===== src/rtl/systolic_feeder.sv =====
// Skewed operand feeder for an N x N output-stationary systolic array.
// Holds A and B tiles, streams them diagonally, then waits for the array to finish.

module systolic_feeder_lane #(
  parameter int N    = 4,
  parameter int DW   = 8,
  parameter int TW   = 3,
  parameter int LANE = 0
) (
  input  logic                   en_i,
  input  logic [TW-1:0]          t_i,
  input  logic [N-1:0][DW-1:0]   elem_i,
  output logic                   v_o,
  output logic [DW-1:0]          d_o
);
  // Lane LANE carries element k on beat t = LANE + k; the row/column skew lives here.
  always_comb begin
    v_o = 1'b0;
    d_o = '0;
    if (en_i) begin
      for (int k = 0; k < N; k++) begin
        if (t_i == TW'(LANE + k)) begin
          v_o = 1'b1;
          d_o = elem_i[k];
        end
      end
    end
  end
endmodule

module systolic_feeder #(
  parameter int N  = 4,
  parameter int DW = 8,
  parameter int TO = 64
) (
  input  logic                 clk,
  input  logic                 rst_n,
  input  logic                 wr_en,
  input  logic                 wr_sel,
  input  logic [$clog2(N)-1:0] wr_row,
  input  logic [N*DW-1:0]      wr_data,
  input  logic                 start,
  input  logic                 arr_done,
  output logic                 busy,
  output logic                 done,
  output logic                 err,
  output logic                 clr,
  output logic [N*DW-1:0]      a_left_flat,
  output logic [N-1:0]         a_v_row_flat,
  output logic [N*DW-1:0]      b_top_flat,
  output logic [N-1:0]         b_v_col_flat
);
  localparam int TW = $clog2(2 * N);

  localparam logic [1:0] IDLE   = 2'd0;
  localparam logic [1:0] CLR    = 2'd1;
  localparam logic [1:0] STREAM = 2'd2;
  localparam logic [1:0] WAIT   = 2'd3;

  localparam logic [TW-1:0] T_LAST  = TW'(2 * N - 2);
  localparam logic [7:0]    WD_LAST = 8'(TO - 1);

  logic [1:0]    state_q, state_d;
  logic [TW-1:0] t_q, t_d;
  logic [7:0]    wd_q, wd_d;
  logic          busy_q, done_q, done_d, err_q, err_d, clr_q;

  // a_q[i][k] = A[i][k], b_q[k][j] = B[k][j]
  logic [N-1:0][N-1:0][DW-1:0] a_q, b_q;
  logic [N-1:0][N-1:0][DW-1:0] b_col;

  logic [N-1:0][DW-1:0] al_q, al_d, bt_q, bt_d;
  logic [N-1:0]         av_q, av_d, bv_q, bv_d;
  logic                 stream_d;

  always_comb begin
    state_d = state_q;
    t_d     = t_q;
    wd_d    = wd_q;
    err_d   = err_q;
    done_d  = 1'b0;
    case (state_q)
      IDLE: begin
        if (start) begin
          state_d = CLR;
          err_d   = 1'b0;
        end
      end
      CLR: begin
        state_d = STREAM;
        t_d     = '0;
      end
      STREAM: begin
        if (t_q == T_LAST) begin
          state_d = WAIT;
          wd_d    = '0;
        end else begin
          t_d = t_q + TW'(1);
        end
      end
      default: begin
        // arr_done wins over a watchdog expiry landing in the same cycle
        if (arr_done) begin
          state_d = IDLE;
          done_d  = 1'b1;
        end else if (wd_q == WD_LAST) begin
          state_d = IDLE;
          err_d   = 1'b1;
        end else begin
          wd_d = wd_q + 8'd1;
        end
      end
    endcase
  end

  assign stream_d = (state_d == STREAM);

  for (genvar j = 0; j < N; j++) begin : g_bcol
    for (genvar k = 0; k < N; k++) begin : g_bk
      assign b_col[j][k] = b_q[k][j];
    end
  end

  for (genvar i = 0; i < N; i++) begin : g_lane
    systolic_feeder_lane #(.N(N), .DW(DW), .TW(TW), .LANE(i)) u_a (
      .en_i   (stream_d),
      .t_i    (t_d),
      .elem_i (a_q[i]),
      .v_o    (av_d[i]),
      .d_o    (al_d[i])
    );
    systolic_feeder_lane #(.N(N), .DW(DW), .TW(TW), .LANE(i)) u_b (
      .en_i   (stream_d),
      .t_i    (t_d),
      .elem_i (b_col[i]),
      .v_o    (bv_d[i]),
      .d_o    (bt_d[i])
    );
  end

  // Outputs are registered from next-state values so they line up with state_q.
  always_ff @(posedge clk or negedge rst_n) begin
    if (!rst_n) begin
      state_q <= IDLE;
      t_q     <= '0;
      wd_q    <= '0;
      busy_q  <= 1'b0;
      done_q  <= 1'b0;
      err_q   <= 1'b0;
      clr_q   <= 1'b0;
      al_q    <= '0;
      av_q    <= '0;
      bt_q    <= '0;
      bv_q    <= '0;
    end else begin
      state_q <= state_d;
      t_q     <= t_d;
      wd_q    <= wd_d;
      busy_q  <= (state_d != IDLE);
      done_q  <= done_d;
      err_q   <= err_d;
      clr_q   <= (state_d == CLR);
      al_q    <= al_d;
      av_q    <= av_d;
      bt_q    <= bt_d;
      bv_q    <= bv_d;
    end
  end

  always_ff @(posedge clk or negedge rst_n) begin
    if (!rst_n) begin
      a_q <= '0;
      b_q <= '0;
    end else if (wr_en && state_q == IDLE) begin
      if (!wr_sel) a_q[wr_row] <= wr_data;
      else         b_q[wr_row] <= wr_data;
    end
  end

  assign busy         = busy_q;
  assign done         = done_q;
  assign err          = err_q;
  assign clr          = clr_q;
  assign a_left_flat  = al_q;
  assign a_v_row_flat = av_q;
  assign b_top_flat   = bt_q;
  assign b_v_col_flat = bv_q;
endmodule


===== config.mk =====
export PLATFORM = sky130hd
export DESIGN_NAME = systolic_feeder
export DESIGN_NICKNAME = d
export VERILOG_FILES = /design/src/rtl/systolic_feeder.sv
export SDC_FILE = /design/constraint.sdc
export NUM_CORES = 1
export LEC_CHECK = 0
export ABC_AREA = 1
export BUFFER_PORTS_ARGS = -buffer_cell sky130_fd_sc_hd__buf_4
export CAP_MARGIN = 40
export CORE_UTILIZATION = 35
export CTS_CLUSTER_SIZE = 20
export DETAILED_ROUTE_END_ITERATION = 7
export GPL_TIMING_DRIVEN = 0
export PLACE_DENSITY = 0.62
export SLEW_MARGIN = 0
export SYNTH_ARGS = -nofsm -noshare
export SYNTH_HDL_FRONTEND = slang
export SYNTH_SLANG_ARGS = --single-unit

===== constraint.sdc =====
create_clock -name clk -period 3.5 [get_ports clk]
set_input_delay 0.525 -clock clk [delete_from_list [all_inputs] [get_ports clk]]
set_output_delay 0.525 -clock clk [all_outputs]
set_load 0.05 [all_outputs]

---- Yosys cells after proc, flatten, opt, wreduce, memory -nomap -nowiden ----
Cells that the tools add are included.
cells by class
  reductions and logical operators ........ 13
  equality and inequality tests ........... 17
  bitwise logic cells ..................... 3
  magnitude comparators ................... 2
  add/sub/neg operators ................... 2
  multiplexer cells ....................... 81
operators with widths
  kind                                                              count
  8-bit two-way mux                                                 43
  128-bit bitwise mux                                               2
  32-bit demux with 2-bit select                                    1
  32-bit two-way mux                                                1
  1-bit two-way mux                                                 25
  8-bit case mux with 2 select lines                                1
  3-bit == test (second input constant)                             4
  8-bit by 1-bit adder with 8-bit output (second input constant)    1
  8-bit by 6-bit == test with 1-bit output (second input constant)  1
  2-bit two-way mux                                                 4
  4-bit AND reduction                                               2
  3-bit by 2-bit == test with 1-bit output (second input constant)  2
  2-bit by 1-bit != test with 1-bit output (second input constant)  3
  2-bit case mux with 3 select lines                                1
  3-bit case mux with 2 select lines                                1
  2-bit by 1-bit == test with 1-bit output (second input constant)  2
  2-bit == test (second input constant)                             2
  2-bit != test (second input constant)                             2
  2-bit AND reduction                                               2
  2-bit nonzero test                                                2
  2-bit OR reduction                                                2
  3-bit by 1-bit adder with 3-bit output (second input constant)    1
  3-bit by 1-bit == test with 1-bit output (second input constant)  1
  3-bit zero test                                                   1
  other kinds (8)                                                   11
word-level totals
  bits of input ports ..................... 40
  output and inout port bits .............. 76
  logic and storage cells ................. 166
  flip-flop bits (word level) ............. 341

---- Depth between registers and ports, before layout ----
Gate-level depths: netlist of run 1.
  depth in word-level cells ............... 9
  gate-level depth with buffers ........... 14
  depth with buffers taken out ............ 12

---- Hierarchy ----
A second synthesis of run 1 with hierarchy kept.
unflattened totals
  cell total of the unflattened synthesis .. 1843
  area, all modules ....................... 15493.6 µm²
by module, submodules not included
  module                                    cells an instance  times used  seq. area each (µm²)  area each (µm²)
  systolic_feeder                           1073               1           8633.3                11865.1
  systolic_feeder_lane (g_lane[1].u_a ...)  93                 2           0.0                   467.9
  systolic_feeder_lane (g_lane[2].u_a ...)  96                 2           0.0                   456.7
  systolic_feeder_lane (g_lane[0].u_a ...)  101                2           0.0                   445.4
  systolic_feeder_lane (g_lane[3].u_a ...)  95                 2           0.0                   444.2

---- Worst setup path before layout of run 1 ----
OpenSTA, ideal clock, no wires.
  path kind ............................... register to register
  from .................................... register state_q[0]
  to ...................................... register bt_q, in the netlist b_top_flat[10]
  setup time .............................. 0.116 ns
  stages on the path, launching flop included .. 15
  buffers on the path ..................... 4
  period minus slack after synthesis ...... 2.002 ns
  data required time ...................... 3.384 ns
  setup slack ............................. 1.498 ns
  arrival time ............................ 1.886 ns
  cell sequence ........................... dfrtp_1 inv_1 ha_1 buf_4 nand2_1 inv_2 nand2_1 nand3_2 buf_6 buf_6 buf_4 nand4_1 nand2_1 nor2_1 nor2_1
RTL lines
  item                    RTL line  text
  from (decl)             63        logic [1:0] state_q, state_d;
  from (signal assigned)  156       state_q <= state_d;
  to (signal assigned)    165       bt_q <= bt_d;
  to (decl)               72        logic [N-1:0][DW-1:0] al_q, al_d, bt_q, bt_d;

==> reports/metrics.yaml, run 1 <==
place_congestion: 0.926
timing.hold.ws_ns: 0.198
cp-end-kind: "register"
relSlewSlack_pct: 40.4
die_area_um2: 44900
hold_violations: 0
hold_end: "done"
hold_path_depth: 3
crit_path_max_incr_delay_ns: 0.54
rrSetupSlack_ns: 0.67
ir_worst_vdd_v: 0.000399
vias: 13800
rows: 76
ant_nets: 0
rr_worst_depth: 11
worstPathRequired_ns: 3.92
synth_edf_count: 0
crit_slowest_cell: "clkbuf_1"
drc: 0
grt.total_usage_pct: 23.6
core_um2: 43300
crit_arrival_ns: 3.24
r2r_start: "state_q[0]"
n_fill_cell: 4375
cts_resized: 0
final_common_cell: "nand2_1"
worst_setup_path_start_kind: "register"
grt_first_pass_wirelength_um: 79100
p_leak_nw: 9.11
drive_gt1_share_pct: 12.3
synthFlopType: "dfrtp_1"
clk_pin_slew_ns: 0.06
setup_viol: 0
cts_tree: "yes"
finalCritPeriodShare_pct: 80.8
die_x_um: 212
synth_warnings: 0
h-tree-depth: 2
crit_fanout: 10
crit_start: "state_q[0]"
synthCells: 1862
wl_um: 51900
initial_core_util_pct: 35.6
p_total_mw: 18.8
fmax_ghz: 0.354
antenna_found_initial: 3
syn_area_per_cell_um2: 8.28
p_per_area_nw_per_um2: 1030
io_buffers: 115
wire_per_inst_um: 19.7
skew_ns: 0.0236
drv_slew: 0
ys_ff_latch: 341
nets: 2070
clock-sinks: 341
rsz0062_at_grt: "false"
yosysSeqAreaShare_pct: 55.4
clock_path_buffers: 3
numCtsBuffers: 39
grt_remaining_overflow: 0
hpwl_um: 36200
min_from: "arr_done"
min_period_ns: 2.83
tightestPinTransition_ns: 0.889
async_flop_share_pct: 100
hold_path_class: "primary input to register"
syn_nets: 1910
grt_max_degree: 117
syn_to_final_growth_pct: 18.6
die_h_um: 212
most-common-layout-cells: "415 x nand2_1, 341 x dfrtp_1, 279 x o21ai_0, 223 x inv_1, 173 x nor2_1"
via_per_inst: 5.25
maxCapViolCount: 0
grt_pass1_vias: 13200
drt-pass1-iter-count: 8
outcome: "completed"
ys_types: 29
cp_cell_sequence: "inv_1 > ha_1 > buf_4 > inv_1 > nand2_1 > nand2_1 > clkbuf_1 > nand4_1 > o21ai_0 > nor2_1 > nor2_1"
ios: 116
path_class: "register to register"
fin_util_pct: 42.3
clk_latency_ns: 0.55
synth_area_um2: 15400
drt_iter0_markers: 1636
r2r-end: "b_top_flat[14]"
clockRootBuffer: "clkbuf_16"
==> metrics by stage <==
| step | area, um^2 | instances | setup slack, ns | setup TNS [ns] |
|---|---|---|---|---|
| 2_1_floorplan | 15400 | 1862 | 1.50 | 0 |
| 3_3_place_gp | 17000 | 2562 | -1.36 | -447.31 |
| 3_5_place_dp | 17100 | 2565 | 0.784 | 0 |
| 4_1_cts | 18300 | 2632 | 0.756 | 0 |
| 5_1_grt | 18300 | 2632 | 0.550 | 0 |
| 6_report | 18300 | 2633 | 0.674 | 0 |
==> timing repair <==
action	CTS	global route
hold buffers	1	0
endpoints found under the hold margin	61	0
buffers inserted	0	0
==> cells in the mapped netlist (4+ instances only) <==
library cell,n,area (um^2)
dfrtp_1,341,8530
buf_6,4,45.0
buf_4,16,120
o21ai_0,279,1400
inv_1,223,837
nor2_1,173,649
nand3_1,114,571
buf_2,47,235
nand4_1,114,713
a21oi_1,9,45.0
nand2_1,415,1560
clkbuf_1,57,214
o21ai_1,20,100
ha_1,8,100
inv_2,4,15.0
nand3b_1,17,128
==> layer usage <==
metal	part of all wire [%]	track usage, %	vias up
met5	0	0	-
met4	3.1	7.97	0
met3	9.4	5.06	93
met2	44	35.2	640
met1	43	33.7	6798
li1	-	-	6303
==> flip-flops by register name (all words and copies together) (netlist names), 2 cells and up <==
register / count
b_top_flat: 32
state_q: 2
wd_q: 8
t_q: 3
a_q: 128
b_col: 128
a_left_flat: 32
b_v_col_flat: 4
==> area by class of cell <==
type                    count  area, um^2  area share (%)
flip-flops and latches    341        8530            46.7
multi-input cells        1167        5410            29.6
clock buffers              61        1140            6.23
repair buffers            119         963            5.27
inverters                 227         852            4.66
well taps                 585         732            4.00
plain buffers             127         626            3.42
clock inverters             5        28.8           0.157
diodes                      1        2.50          0.0137
==> cell families (layout without fill, tap and decap cells) <==
kind of cell    after synthesis  in the layout  share of synthesized area (%)
buf+inv                     354            539                           9.59
flops                       341            341                           55.4
fa+ha+maj                     8              8                          0.649
compound gates              312            312                           10.2
xor+xnor                      1              1                         0.0568
simple gates                846            846                           24.2
other cells                   0              1                              0
==> how the worst max path moves through the flow <==
stage | endpoint | slack [ns] | depth (start not counted)
after detailed placement | b_top_flat[14] | 0.78 | 11
after floorplan | b_top_flat[10] | 1.50 | 14
after global routing | b_top_flat[14] | 0.55 | 11
final | b_top_flat[14] | 0.67 | 11
after CTS | b_col[121] | 0.76 | 7
after global placement | b_top_flat[19] | -1.36 | 1
==> where the power goes <==
group	total [mW]	internal [mW]	leakage, nW	switching (mW)
sequential	6.57	5.70	4.41	0.875
clock	3.84	2.22	0.575	1.62
combinational	8.35	2.41	4.12	5.95
==> worst max-delay path: cells and delay by family (launching register included) <==
family	cells	cell delay, ns
and+or+nand+nor	5	0.93
buffers and inverters	4	0.91
DFF	1	0.44
adders and majority gates	1	0.30
AOI/OAI and AO/OA	1	0.11
Power figures use the tool's default switching activity.
==> run 2: changes to the inputs <==
- clock period: 3.5 -> 2.75 ns (I/O delays scaled with it)
==> reports/metrics.yaml, run 2 (synthesis results as in run 1) <==
rows: 76  # unchanged
place_congestion: 0.926  # unchanged
r2r-end: "b_top_flat[14]"  # unchanged
hold_path_depth: 3  # unchanged
intPower_mw: 13.2  # was 10.3 mW
via_per_inst: 5.27  # was 5.25
timing.critical_path.buf_inv: 4  # unchanged
crit_family: "simple AND/OR/NAND/NOR gates"  # unchanged
grt_max_degree: 117  # unchanged
grt_remaining_overflow: 0  # unchanged
crit_slowest_cell: "dfrtp_1"  # was clkbuf_1
grt_first_pass_wirelength_um: 79100  # unchanged
rrSetupSlack_ns: 0.02  # was 0.67 ns
rr_worst_depth: 13  # was 11
layoutNonFillerInstCount: 2633  # unchanged
place_worst_setup_slack_ns: 0.0339  # was 0.784 ns
crit_fanout: 10  # unchanged
p_per_area_nw_per_um2: 1310  # was 1030 nW/um^2
core_um2: 43300  # unchanged
cts_tree: "yes"  # unchanged
die_area_um2: 44900  # unchanged
clk_latency_ns: 0.54  # was 0.55 ns
fmax_ghz: 0.367  # was 0.354 GHz
power_frac_clock_pct: 20.4  # was 20.5%
maxCapViolCount: 0  # unchanged
switchingPower_mw: 10.7  # was 8.44 mW
pwr-share-comb_pct: 44.6  # was 44.5%
crit_path_max_incr_delay_ns: 0.45  # was 0.54 ns
clk_pin_slew_ns: 0.06  # about the same
ios: 116  # unchanged
nets: 2070  # unchanged
drive_gt1_share_pct: 12.5  # was 12.3%
final_common_cell: "nand2_1"  # unchanged
die_x_um: 212  # unchanged
finalCritPeriodShare_pct: 99.1  # was 80.8%
hold_path_class: "primary input to register"  # unchanged
fin_ws_ns: 0.0240  # was 0.674 ns
crit_arrival_ns: 3.14  # was 3.24 ns
syn_to_final_growth_pct: 18.7  # was 18.6%
setup_tns_ns: 0  # unchanged
pwr-share-seq_pct: 35.0  # about the same
grt.total_usage_pct: 23.6  # unchanged
tightestPinTransition_ns: 0.805  # was 0.889 ns
outcome: "completed"  # unchanged
hold_violations: 0  # unchanged
cp_common_cell: "nand2_1"
p_leak_nw: 9.12  # was 9.11 nW
grt_pass1_vias: 13200  # unchanged
rsz0062_at_grt: "true"  # was false
ir_worst_vdd_v: 0.000506  # was 0.000399 V
drc: 0  # unchanged
worstPathRequired_ns: 3.16  # was 3.92 ns
hpwl_um: 36200  # unchanged
numCtsBuffers: 39  # unchanged
wire_per_inst_um: 19.7  # about the same
initial_core_util_pct: 35.6  # unchanged
fin_util_pct: 42.3  # about the same
min_from: "arr_done"  # unchanged
placed_cells: 2565  # unchanged
wl_um: 51900  # about the same
ant_nets: 0  # unchanged
worst_setup_path_start_kind: "register"  # unchanged
antenna_found_initial: 3  # unchanged
die_h_um: 212  # unchanged
r2r_start: "state_q[0]"  # unchanged
setup_viol: 0  # unchanged
relSlewSlack_pct: 46.3  # was 40.4%
drt_iter0_markers: 1708  # was 1636
path_class: "register to register"  # unchanged
drt-pass1-iter-count: 5  # was 8
h-tree-depth: 2  # unchanged
most-common-layout-cells: "415 x nand2_1, 341 x dfrtp_1, 279 x o21ai_0, 223 x inv_1, 173 x nor2_1"  # unchanged
io_buffers: 115  # unchanged
vias: 13900  # was 13800
cp-end-kind: "register"  # unchanged
p_sw_share_pct: 44.9  # was 45.0%
drv_slew: 0  # unchanged
clockRootBuffer: "clkbuf_16"  # unchanged
cp_cell_sequence: "inv_1 > ha_1 > buf_4 > nand2_1 > inv_2 > nand2_1 > nand3_2 > nor2_4 > nand2_2 > buf_2 > nand2_1 > nor2_1 > nor2_1"  # was inv_1 > ha_1 > buf_4 > inv_1 > nand2_1 > nand2_1 > clkbuf_1 > nand4_1 > o21ai_0 > nor2_1 > nor2_1
clock-sinks: 341  # unchanged
skew_ns: 0.0198  # was 0.0236 ns
p_total_mw: 23.9  # was 18.8 mW
min_period_ns: 2.73  # was 2.83 ns
clock_path_buffers: 3  # unchanged
hold_end: "done"  # unchanged
==> run 2: cell counts in the layout (fill, tap and decap cells not counted) <==
Identical to the previous run, type by type.
==> run 2: through the flow <==
| stage | instance area, um^2 | hold WS, ns |
|---|---|---|
| floorplan | 15400 | 0.117 |
| global placement | 17000 | 0.460 |
| detailed placement | 17100 | 0.400 |
| CTS | 18300 | 0.0736 |
| global route | 18300 | 0.0764 |
| finish | 18300 | 0.0888 |
==> run 2: how the worst max path moves through the flow <==
stage	start	end	cells after the start	slack, ns
finish	state_q[0]	b_top_flat[14]	13	0.02
global route	state_q[0]	b_top_flat[14]	13	-0.06
CTS	state_q[0]	b_col[121]	7	0.006
detailed placement	state_q[0]	b_top_flat[14]	11	0.03
global placement	rst_n	b_top_flat[19]	1	-2.00
floorplan	state_q[0]	b_top_flat[10]	14	0.75
==> run 2: final cells by class <==
class	count	area, um^2
diodes	1	2.50
clock inverters	5	28.8
multi-input cells	1167	5410
well taps	585	732
flip-flops and latches	341	8530
repair buffers	119	963
clock buffers	61	1140
inverters	227	852
fillers	4372	25000
plain buffers	127	631
==> run 2: worst reg2reg max path, cell delays in order (launching register included) <==
cell     delay [ns]
dfrtp_1        0.45
inv_1          0.11
ha_1           0.30
buf_4          0.17
nand2_1        0.10
inv_2          0.03
nand2_1        0.07
nand3_2        0.12
nor2_4         0.33
nand2_2        0.22
buf_2          0.28
nand2_1        0.10
nor2_1         0.05
nor2_1         0.25
==> run 2: power by group through the flow <==
stage	sequential (mW)	clock [mW]	combinational (mW)
final	8.37	4.87	10.6
after global routing	8.61	5.13	11.7
after CTS	8.34	4.93	10.5
after detailed placement	8.39	0	10.5
after global placement	8.33	0	10.3
after floorplan	8.98	0	6.28
==> run 2: per-layer routing <==
layer,global-route usage (%),vias up,part of all wire [%]
li1,-,6307,-
met2,35.2,634,44
met5,0,-,0
met4,7.97,0,3.4
met1,33.7,6839,43
met3,5.06,102,9.3
==> run 2: repair_timing <==
action	in CTS	in global routing
endpoints found under the setup margin	0	42
hold buffers	1	0
buffers inserted	0	0
gates resized for setup	0	9
hold endpoints to repair	61	0
==> run 3: changes to the inputs <==
- CORE_ASPECT_RATIO: unset -> 0.8
==> reports/metrics.yaml, run 3 (synthesis results as in run 1) <==
outcome: "completed"  # unchanged
rr_worst_depth: 11  # was 13
cts_setup_buffers: 0  # unchanged
fmax_ghz: 0.376  # was 0.367 GHz
layoutNonFillerInstCount: 2605  # was 2633
grt_max_degree: 116  # was 117
multi_input_area_um2: 5410  # about the same
most-common-layout-cells: "415 x nand2_1, 341 x dfrtp_1, 279 x o21ai_0, 223 x inv_1, 173 x nor2_1"  # unchanged
worst_setup_path_start_kind: "register"  # unchanged
h-tree-depth: 2  # unchanged
pwr-share-comb_pct: 44.8  # was 44.6%
rsz0062_at_grt: "false"  # was true
path_class: "register to register"  # unchanged
hold_path_class: "primary input to register"  # unchanged
switchingPower_mw: 11.0  # was 10.7 mW
clock-sinks: 341  # unchanged
rows: 68  # was 76
p_per_area_nw_per_um2: 1330  # was 1310 nW/um^2
setup_tns_ns: 0  # unchanged
via_per_inst: 5.34  # was 5.27
hold_end: "done"  # unchanged
io_buffers: 115  # unchanged
hold_violations: 0  # unchanged
p_sw_share_pct: 45.2  # was 44.9%
grt.total_usage_pct: 23.6  # about the same
die_h_um: 190  # was 212 um
r2r-end: "b_v_col_flat[1]"  # was b_top_flat[14]
vias: 13900  # about the same
drv_slew: 0  # unchanged
drive_gt1_share_pct: 12.8  # was 12.5%
clockRootBuffer: "clkbuf_16"  # unchanged
cts_tree: "yes"  # unchanged
clock_path_buffers: 3  # unchanged
stdcell_area_um2: 18300  # about the same
n_fill_cell: 4311  # was 4372
syn_to_final_growth_pct: 18.8  # was 18.7%
maxCapViolCount: 0  # unchanged
place_worst_setup_slack_ns: 0.0465  # was 0.0339 ns
core_um2: 43300  # about the same
die_area_um2: 44900  # about the same
final_common_cell: "nand2_1"  # unchanged
min_period_ns: 2.66  # was 2.73 ns
antenna_found_initial: 1  # was 3
clk_latency_ns: 0.55  # was 0.54 ns
power_frac_clock_pct: 20.9  # was 20.4%
crit_fanout: 10  # unchanged
p_leak_nw: 9.15  # was 9.12 nW
fin_util_pct: 42.3  # about the same
clk_pin_slew_ns: 0.06  # about the same
worstPathRequired_ns: 3.17  # was 3.16 ns
place_congestion: 0.914  # was 0.926
min_from: "arr_done"  # unchanged
drc: 0  # unchanged
initial_core_util_pct: 35.6  # about the same
tightestPinTransition_ns: 0.797  # was 0.805 ns
wl_um: 52700  # was 51900 um
intPower_mw: 13.4  # was 13.2 mW
timing.hold.ws_ns: 0.0833  # was 0.0888 ns
cp-end-kind: "register"  # unchanged
place_area_um2: 17100  # about the same
seqCellArea_um2: 8530  # unchanged
crit_arrival_ns: 3.08  # was 3.14 ns
relSlewSlack_pct: 46.9  # was 46.3%
grt_first_pass_wirelength_um: 79800  # was 79100 um
grt_remaining_overflow: 0  # unchanged
numCtsBuffers: 37  # was 39
fin_ws_ns: 0.0894  # was 0.0240 ns
setup_viol: 0  # unchanged
ant_nets: 0  # unchanged
die_x_um: 237  # was 212 um
hpwl_um: 37300  # was 36200 um
finalCritPeriodShare_pct: 96.7  # was 99.1%
nets: 2068  # was 2070
placed_cells: 2540  # was 2565
pwr-share-seq_pct: 34.3  # was 35.0%
ios: 116  # unchanged
r2r_start: "state_q[0]"  # unchanged
p_total_mw: 24.4  # was 23.9 mW
grt_pass1_vias: 13200  # about the same
rrSetupSlack_ns: 0.09  # was 0.02 ns
drt_iter0_markers: 1594  # was 1708
drt-pass1-iter-count: 6  # was 5
hold_path_depth: 3  # unchanged
ir_worst_vdd_v: 0.000639  # was 0.000506 V
wire_per_inst_um: 20.2  # was 19.7 um
skew_ns: 0.00959  # was 0.0198 ns
-- run 3: cell types whose count changed in the layout (fill, tap and decap cells not counted), sizes merged --
cell | previous run | this run
clkbuf | 118 | 114
buf | 188 | 186
clkinvlp | 0 | 1
bufinv | 0 | 2
-- run 3: cell type report --
type	instances	share of cell area (%)
Antenna cell	1	0.0137
Timing Repair Buffer	119	5.26
Tap cell	560	3.82
Multi-Input combinational cell	1167	29.5
Inverter	227	4.65
Clock inverter	8	0.526
Sequential cell	341	46.6
Buffer	127	3.48
Clock buffer	55	6.15
-- run 3: worst max-delay path, cell delays in order (launching register included) --
cell and delay, ns:
dfrtp_1 0.44, inv_1 0.11, ha_1 0.31, buf_4 0.17, nand2_1 0.09, inv_2 0.04
nand2_1 0.07, nand3_2 0.13, nor2_4 0.35, nand2_2 0.23, buf_2 0.28, a21oi_1 0.30
-- run 3: worst max path at each step --
stage	from	end	slack, ns	depth (start not counted)
finish	state_q[0]	b_v_col_flat[1]	0.09	11
global placement	rst_n	a_left_flat[9]	-1.97	1
CTS	state_q[0]	a_left_flat[6]	0.03	11
global route	state_q[0]	b_top_flat[11]	0.01	13
detailed placement	state_q[0]	b_top_flat[16]	0.05	10
floorplan	state_q[0]	b_top_flat[10]	0.75	14
-- run 3: per-layer routing --
metal  up-vias  share of wire [%]  track usage, %
li1       6299                  -               -
met5         -                  0               0
met2       660                 44            35.5
met4         0                3.3            7.82
met1      6839                 44            33.9
met3       110                9.2            4.74
-- run 3: timing repair --
item                                    in CTS  in global routing
gates resized for setup                      0                 13
hold buffers                                 1                  0
endpoints found under the setup margin       0                 19
hold endpoints to repair                    46                  0
-- run 3: power groups by stage --
| stage | clock network (mW) | logic (mW) | registers [mW] |
|---|---|---|---|
| after CTS | 5.14 | 10.7 | 8.34 |
| after floorplan | 0 | 6.28 | 8.98 |
| final | 5.10 | 10.9 | 8.37 |
| after global routing | 5.36 | 11.9 | 8.60 |
| after global placement | 0 | 10.4 | 8.34 |
| after detailed placement | 0 | 10.7 | 8.40 |
